### src/rtl/mem_pkg.sv
// Shared types and constants for the 32-bit to 16-bit SRAM memory-stage controller.
package mem_pkg;
    typedef enum logic [1:0] {IDLE, LO, HI, DONE} state_t;

    localparam int ADDR_BASE_DEFAULT = 1024;
    localparam int WORD_W            = 32;
    localparam int HALF_W            = 16;
endpackage

### src/rtl/sram_phase_timer.sv
// Per-phase cycle timer: counts a WAIT_CYCLES phase and produces a registered write strobe
// that drops one cycle before the phase ends, leaving a data-hold cycle.
module sram_phase_timer #(
    parameter int WAIT_CYCLES = 4
) (
    input  logic clk,
    input  logic rst,
    input  logic start,
    input  logic run,
    input  logic strobe_en,
    output logic last,
    output logic strobe_active
);
    localparam int CW = $clog2(WAIT_CYCLES);
    localparam logic [CW-1:0] CNT_LAST = CW'(WAIT_CYCLES - 1);
    localparam logic [CW-1:0] CNT_PRE  = CW'(WAIT_CYCLES - 2);

    logic [CW-1:0] cnt;

    assign last = (cnt == CNT_LAST);

    // Strobe is registered so the SRAM write pin is driven straight from a flop.
    always_ff @(posedge clk or posedge rst) begin
        if (rst) begin
            cnt           <= '0;
            strobe_active <= 1'b0;
        end else if (start) begin
            cnt           <= '0;
            strobe_active <= strobe_en;
        end else if (run) begin
            if (!last)
                cnt <= cnt + CW'(1);
            strobe_active <= strobe_active && (cnt != CNT_PRE);
        end else begin
            strobe_active <= 1'b0;
        end
    end
endmodule

### src/rtl/mem_sram_ctrl.sv
// MEM-stage word access to a 16-bit async SRAM as two half-word phases; ready low stalls the pipe.
// Optional MEM_SRAM_CTRL_STATS_EN adds saturating read/write/stall counters.
module mem_sram_ctrl
    import mem_pkg::*;
#(
    parameter int ADDR_BASE   = ADDR_BASE_DEFAULT,
    parameter int WAIT_CYCLES = 4,
    parameter int SRAM_AW     = 18
) (
    input  logic               clk,
    input  logic               rst,
    input  logic               wr_en,
    input  logic               rd_en,
    input  logic [WORD_W-1:0]  address,
    input  logic [WORD_W-1:0]  wdata,
    output logic [WORD_W-1:0]  rdata,
    output logic               ready,
    output logic [SRAM_AW-1:0] sram_addr,
    output logic [HALF_W-1:0]  sram_dq_o,
    input  logic [HALF_W-1:0]  sram_dq_i,
    output logic               sram_dq_oe,
    output logic               sram_we_n
`ifdef MEM_SRAM_CTRL_STATS_EN
    ,
    output logic [31:0]        rd_count,
    output logic [31:0]        wr_count,
    output logic [31:0]        stall_count
`endif
);
    state_t             state, state_nxt;
    logic               op_wr, op_wr_nxt;
    logic [SRAM_AW-2:0] waddr, waddr_nxt;
    logic [WORD_W-1:0]  wdata_q, wdata_nxt;
    logic               req, enter_lo, enter_hi, phase_start, phase_run;
    logic               last, strobe_active;

    assign req   = rd_en | wr_en;
    assign ready = ~req | (state == DONE);

    always_comb begin
        state_nxt = state;
        op_wr_nxt = op_wr;
        waddr_nxt = waddr;
        wdata_nxt = wdata_q;
        case (state)
            IDLE: if (req) begin
                state_nxt = LO;
                op_wr_nxt = wr_en;
                // Word index truncated to the SRAM size, so out-of-range addresses wrap.
                waddr_nxt = (SRAM_AW-1)'((address - WORD_W'(ADDR_BASE)) >> 2);
                wdata_nxt = wdata;
            end
            LO:      if (last) state_nxt = HI;
            HI:      if (last) state_nxt = DONE;
            DONE:    state_nxt = IDLE;
            default: state_nxt = IDLE;
        endcase
    end

    assign enter_lo    = (state_nxt == LO) && (state != LO);
    assign enter_hi    = (state_nxt == HI) && (state != HI);
    assign phase_start = enter_lo | enter_hi;
    assign phase_run   = (state == LO) || (state == HI);

    sram_phase_timer #(.WAIT_CYCLES(WAIT_CYCLES)) u_timer (
        .clk           (clk),
        .rst           (rst),
        .start         (phase_start),
        .run           (phase_run),
        .strobe_en     (op_wr_nxt),
        .last          (last),
        .strobe_active (strobe_active)
    );

    assign sram_we_n = ~strobe_active;

    always_ff @(posedge clk or posedge rst) begin
        if (rst) begin
            state      <= IDLE;
            op_wr      <= 1'b0;
            waddr      <= '0;
            wdata_q    <= '0;
            rdata      <= '0;
            sram_addr  <= '0;
            sram_dq_o  <= '0;
            sram_dq_oe <= 1'b0;
        end else begin
            state      <= state_nxt;
            op_wr      <= op_wr_nxt;
            waddr      <= waddr_nxt;
            wdata_q    <= wdata_nxt;
            sram_dq_oe <= ((state_nxt == LO) || (state_nxt == HI)) && op_wr_nxt;
            if (enter_lo) begin
                sram_addr <= {waddr_nxt, 1'b0};
                if (op_wr_nxt)
                    sram_dq_o <= wdata_nxt[HALF_W-1:0];
            end else if (enter_hi) begin
                sram_addr <= {waddr, 1'b1};
                if (op_wr)
                    sram_dq_o <= wdata_q[WORD_W-1:HALF_W];
            end
            // Async SRAM data is taken on the final cycle of each read phase.
            if (!op_wr && last && (state == LO))
                rdata[HALF_W-1:0] <= sram_dq_i;
            if (!op_wr && last && (state == HI))
                rdata[WORD_W-1:HALF_W] <= sram_dq_i;
        end
    end

`ifdef MEM_SRAM_CTRL_STATS_EN
    logic enter_done;
    assign enter_done = (state == HI) && (state_nxt == DONE);

    always_ff @(posedge clk or posedge rst) begin
        if (rst) begin
            rd_count    <= '0;
            wr_count    <= '0;
            stall_count <= '0;
        end else begin
            if (enter_done && !op_wr && (rd_count != 32'hFFFF_FFFF))
                rd_count <= rd_count + 32'd1;
            if (enter_done && op_wr && (wr_count != 32'hFFFF_FFFF))
                wr_count <= wr_count + 32'd1;
            if (!ready && (stall_count != 32'hFFFF_FFFF))
                stall_count <= stall_count + 32'd1;
        end
    end
`endif
endmodule

### config.mk
export PLATFORM = sky130hd
export DESIGN_NAME = mem_sram_ctrl
export DESIGN_NICKNAME = d
export VERILOG_FILES = /design/src/rtl/mem_pkg.sv /design/src/rtl/sram_phase_timer.sv /design/src/rtl/mem_sram_ctrl.sv
export SDC_FILE = /design/constraint.sdc
export NUM_CORES = 1
export LEC_CHECK = 0
export CAP_MARGIN = 30
export CORE_MARGIN = 10
export CORE_UTILIZATION = 51
export CTS_BUF_LIST = sky130_fd_sc_hd__clkbuf_8 sky130_fd_sc_hd__clkbuf_16
export CTS_CLUSTER_SIZE = 12
export DETAILED_ROUTE_END_ITERATION = 10
export PLACE_DENSITY = 0.87
export SYNTH_ARGS = -nofsm -noshare
export SYNTH_HDL_FRONTEND = slang
export SYNTH_SLANG_ARGS = --single-unit
### constraint.sdc
create_clock -name clk -period 9.6 [get_ports clk]
set_clock_uncertainty 0.05 [all_clocks]
set_input_delay 1.44 -clock clk [delete_from_list [all_inputs] [get_ports clk]]
set_output_delay 1.44 -clock clk [all_outputs]
set_load 0.005 [all_outputs]
# Yosys cells after proc, flatten, opt, wreduce, memory -nomap -nowiden
# Index checks and enable logic that the tools add are counted.
[word_totals]
input_bits = 84
output_inout_bits = 69
ff_bits = 122
word_cells = 68
[classes]
eq_ne = 11
mux = 21
reduce_logical = 17
n_bitwise = 5
addsub = 2
[ops]
columns = ["operator", "n"]
rows = [
  ["$mux 16", 6],
  ["$mux 18", 2],
  ["$mux 17", 2],
  ["$sub 19x11->19 const B", 1],
  ["$mux 2", 6],
  ["$eq 2x2->1 const B", 4],
  ["$ne 2x2->1 const B", 4],
  ["$pmux 2 s4", 1],
  ["$logic_and 1x1->1", 7],
  ["$reduce_bool 2->1", 3],
  ["$eq 2x1->1 const B", 2],
  ["$mux 1", 4],
  ["$reduce_and 2->1", 2],
  ["$or 1x1->1", 3],
  ["$reduce_and 3->1", 1],
  ["$add 2x1->2 const B", 1],
  ["$logic_not 2->1", 1],
  ["$logic_or 1x1->1", 2],
  ["$ne 2x1->1 const B", 1],
  ["$not 1->1", 2],
  ["$logic_not 1->1", 1],
]

# Depth between registers and ports, before layout
[depth]
ltp_word = 8
mapped_depth = 13
mapped_depth_nobuf = 11

# Modules after synthesis
# Synthesis repeated with hierarchy kept, for this count alone.
[unflattened]
cells_unflattened = 468
hier_area_um2 = 5248.8
[modules_own_cells]
columns = ["mod", "area_each_um2", "seq_area_each_um2", "cells_per_inst", "instances"]
rows = [
  ["mem_sram_ctrl", 5063.6, 2977.9, 452, 1],
  ["sram_phase_timer", 185.2, 75.1, 16, 1],
]

# Least setup slack after synthesis
# No wires, ideal clock.
[synth_path]
path_type = "input -> output"
start = "input wr_en"
end = "output ready"
required_time_ns = 8.110
path_stages = 2
t_arrival_ns = 1.739
path_slack_ns = 6.371
n_path_buf = 0
cell_sequence = "nor2_1 or2_2"
[synth_via]
elab_chain_len = 3
[synth_lines]
columns = ["element", "line", "source"]
rows = [
  ["start, declared", "mem_sram_ctrl.sv:12", "input logic wr_en,"],
  ["$or 1x1->1", "mem_sram_ctrl.sv:37", "assign req = rd_en | wr_en;"],
  ["$not 1->1", "mem_sram_ctrl.sv:38", "assign ready = ~req | (state == DONE);"],
  ["$or 1x1->1", "mem_sram_ctrl.sv:38", ""],
  ["end, declared", "mem_sram_ctrl.sv:17", "output logic ready,"],
]
# No other way between the ends.

# Final worst setup path
# Same ends and word-level chain as after synthesis.

==> impl_metrics.csv <==
group,metric,value,unit
cts,root_buffer,"clkbuf_8",
routing,drt-wirelength-per-cell,18.27,µm
routing,vias_per_cell,5.336,
global_routing,antenna_found_initial,0,
worst_setup_path,path_cells,"clkdlybuf4s50_1 > nor2_1 > or2_2 > clkdlybuf4s50_1",
worst_setup_path,rr_worst_depth,11,
routing,route.detailed.drc,0,
yosys,syn_area,5220,µm²
worst_setup_path,cp.arrival,2840,ps
min_path,holdPathStages,2,
yosys,netlist_instances,481,
placement,hpwlAfterDp,9845,µm
cts,ctsResizeCount,0,
yosys,syn_nets,576,
worst_setup_path,critPathLaunch,"wr_en",
global_routing,grt_pass1_wl,22430,µm
floorplan,core-area,9864,µm²
cts,clk_path_buf_depth,2,
power,power_density,361.9,nW/µm²
yosys,ys_seq_elements,122,
final_layout,final_cell_mix,"137 x clkdlybuf4s50_1, 133 x nand2_1, 122 x dfrtp_1",
final_layout,fin_util,73.97,%
cts,insertion_delay,510,ps
sta,tns,0,ps
yosys,ys_types,35,
yosys,synth_seq_area_share,58.49,%
cts,htreeDepth,4,
cts,post_cts_buffers,0,
yosys,yosys_warnings,0,
worst_setup_path,crit_top_cell,"clkdlybuf4s50_1",
final_layout,final_nets,715,
sta,rsz0062_at_grt,"false",
placement,port_buffers,137,
worst_setup_path,rr_startpoint,"state[1]",
run,cap_violations,0,
cts,cts_tree,"built",
final_layout,synthToLayoutAreaGrowth,39.79,%
global_routing,grt_pass1_vias,4385,
sta,max_slew_margin,43.14,%
worst_setup_path,critPathCaptureType,"output port",
placement,gp_congestion,0.7832,
global_routing,grt-ovfl-total,0,
routing,finalWirelength,13990,µm
final_layout,n_antenna_cell,0,
floorplan,start_util,52.92,%
cts,clk_pin_slew_worst_paths,60,ps
min_path,min_from,"wdata_q[7]",
min_path,hold_path.class,"register to register",
sta,period_share,45.15,%
routing,drtAntennaViolNets,0,
worst_setup_path,path_class,"input port to output port",
global_routing,grt_max_degree,70,
sta,setup_viol,0,
cts,cts_inserted_buffers,17,
power,leakage,3.302,nW
worst_setup_path,path_max_fanout,5,
floorplan,io_pins,153,
floorplan,die_w,121.2,µm
routing,detail_route.iter0.violations,231,
sta,tightest_slew,853.0,ps
routing,routed-via-count,4087,
floorplan,die_h,121.2,µm
cts,ctsHoldBuffers,0,
status,status,"finished clean",
floorplan,fp-row-count,36,
worst_setup_path,slowest_delay,590,ps
sta,maxSlewViolCount,0,
sta,hold_viol_final,0,
sta,fin_crit,4335,ps
power,vdd_drop_max,271.0,µV
cts,cts.sinks,122,
worst_setup_path,start_kind,"input port",
worst_setup_path,cpMaxStageDelayCell,"clkdlybuf4s50_1",
yosys,avgSynthCellArea,10.85,µm²
final_layout,final_common_cell,"clkdlybuf4s50_1",
routing,drt_pass1_iterations,4,
floorplan,dieArea,14680,µm²
sta,fmax,0.2307,GHz
final_layout,drive_gt1_share,15.96,%
worst_setup_path,required,8110,ps
global_routing,grtUsageTotal,19.17,%
worst_setup_path,r2r_slack,6210,ps
==> cells in the mapped netlist <==
cell / n / area, µm²
o22ai_1: 2 / 12.51
xor2_1: 3 / 26.28
a22oi_1: 4 / 30.03
ha_1: 11 / 137.6
buf_1: 2 / 7.510
mux2i_1: 2 / 20.02
buf_6: 1 / 11.26
nand2b_1: 3 / 18.77
o2bb2ai_2: 1 / 15.01
o21ai_0: 10 / 50.05
nand2_1: 133 / 499.2
a22oi_2: 1 / 12.51
o22a_1: 1 / 8.760
nor2b_1: 4 / 25.02
clkbuf_1: 2 / 7.510
nor3b_1: 1 / 7.510
o21ai_1: 2 / 10.01
nor4_1: 1 / 6.260
buf_2: 16 / 80.08
mux2_2: 56 / 630.6
clkbuf_2: 1 / 5.000
inv_1: 9 / 33.78
a31oi_1: 25 / 156.4
or2_2: 1 / 6.260
nand4b_1: 1 / 8.760
a21o_1: 4 / 30.03
dfrtp_1: 122 / 3053
nor2_1: 42 / 157.7
a21oi_1: 8 / 40.04
xnor2_1: 4 / 35.03
o21a_1: 3 / 22.52
buf_4: 1 / 7.510
or4_4: 1 / 11.26
nor4_4: 1 / 21.27
o31ai_1: 2 / 15.01
==> cell families after synthesis <==
| family | after synthesis | share of synthesized area, % |
|---|---|---|
| muxes | 58 | 12.46 |
| and+or+nand+nor | 188 | 14.60 |
| adders and majority gates | 11 | 2.637 |
| xor gates and xnor gates | 7 | 1.175 |
| buffers and inverters | 32 | 2.924 |
| DFF | 122 | 58.49 |
| AOI/OAI and AO/OA | 63 | 7.718 |
==> state kept, by name (all words and copies together) (netlist names) <==
register               count
rdata                     32
wdata_q                   32
sram_addr                 18
waddr                     17
sram_dq_o                 16
state                      2
u_timer.cnt                2
op_wr                      1
sram_dq_oe                 1
u_timer.strobe_active      1
==> report_power, final <==
group | internal, mW | leakage (nW) | switching [mW] | total [mW]
Clock | 0.364 | 0.283 | 0.224 | 0.588
Combinational | 0.595 | 1.56 | 0.567 | 1.16
Sequential | 0.763 | 1.46 | 0.127 | 0.891
Total | 1.72 | 3.30 | 0.918 | 2.64
==> critical path: cells and delay by family <==
family                 cells  cell delay, ps
AND/OR/NAND/NOR            2             370
buffers and inverters      2            1040
==> stage by stage <==
step                worst slack [ps]  std cells  hold WS, ps  power [mW]  area (µm²)
detailed placement              5110        733        401.7       2.045        6735
global placement                5154        730        393.2       1.939        6669
finish                          5265        766        414.2       2.641        7297
global route                    5204        766        451.1       2.815        7297
CTS                             5254        765        417.3       2.654        7286
floorplan                       4867        481        383.2       1.540        5220
==> final timing paths <==
check	to
max	ready
min	wdata_q[7]
max reg2reg	sram_dq_o[2]
min reg2reg	wdata_q[7]
max in group asynchronous	rdata[8]
min in group asynchronous	sram_dq_o[2]
==> area by class of cell <==
| class | count | area (µm²) |
|---|---|---|
| clock inverters | 15 | 136.4 |
| repair buffers | 143 | 1464 |
| clock buffers | 17 | 414.1 |
| flip-flops and latches | 122 | 3053 |
| multi-input cells | 327 | 2027 |
| inverters | 9 | 36.28 |
| well taps | 133 | 166.4 |
| fillers | 639 | 2567 |
==> metal layers <==
metal / wire length [µm] / track usage, % / vias up / share of wire (%)
li1: - / - / 1893 / -
met1: 5550 / 22.22 / 2074 / 40
met2: 7481 / 33.84 / 106 / 53
met3: 757 / 5.119 / 14 / 5.4
met4: 205 / 5.887 / 0 / 1.5
met5: 0 / 0 / - / 0
(Power assumes the default switching activity.)
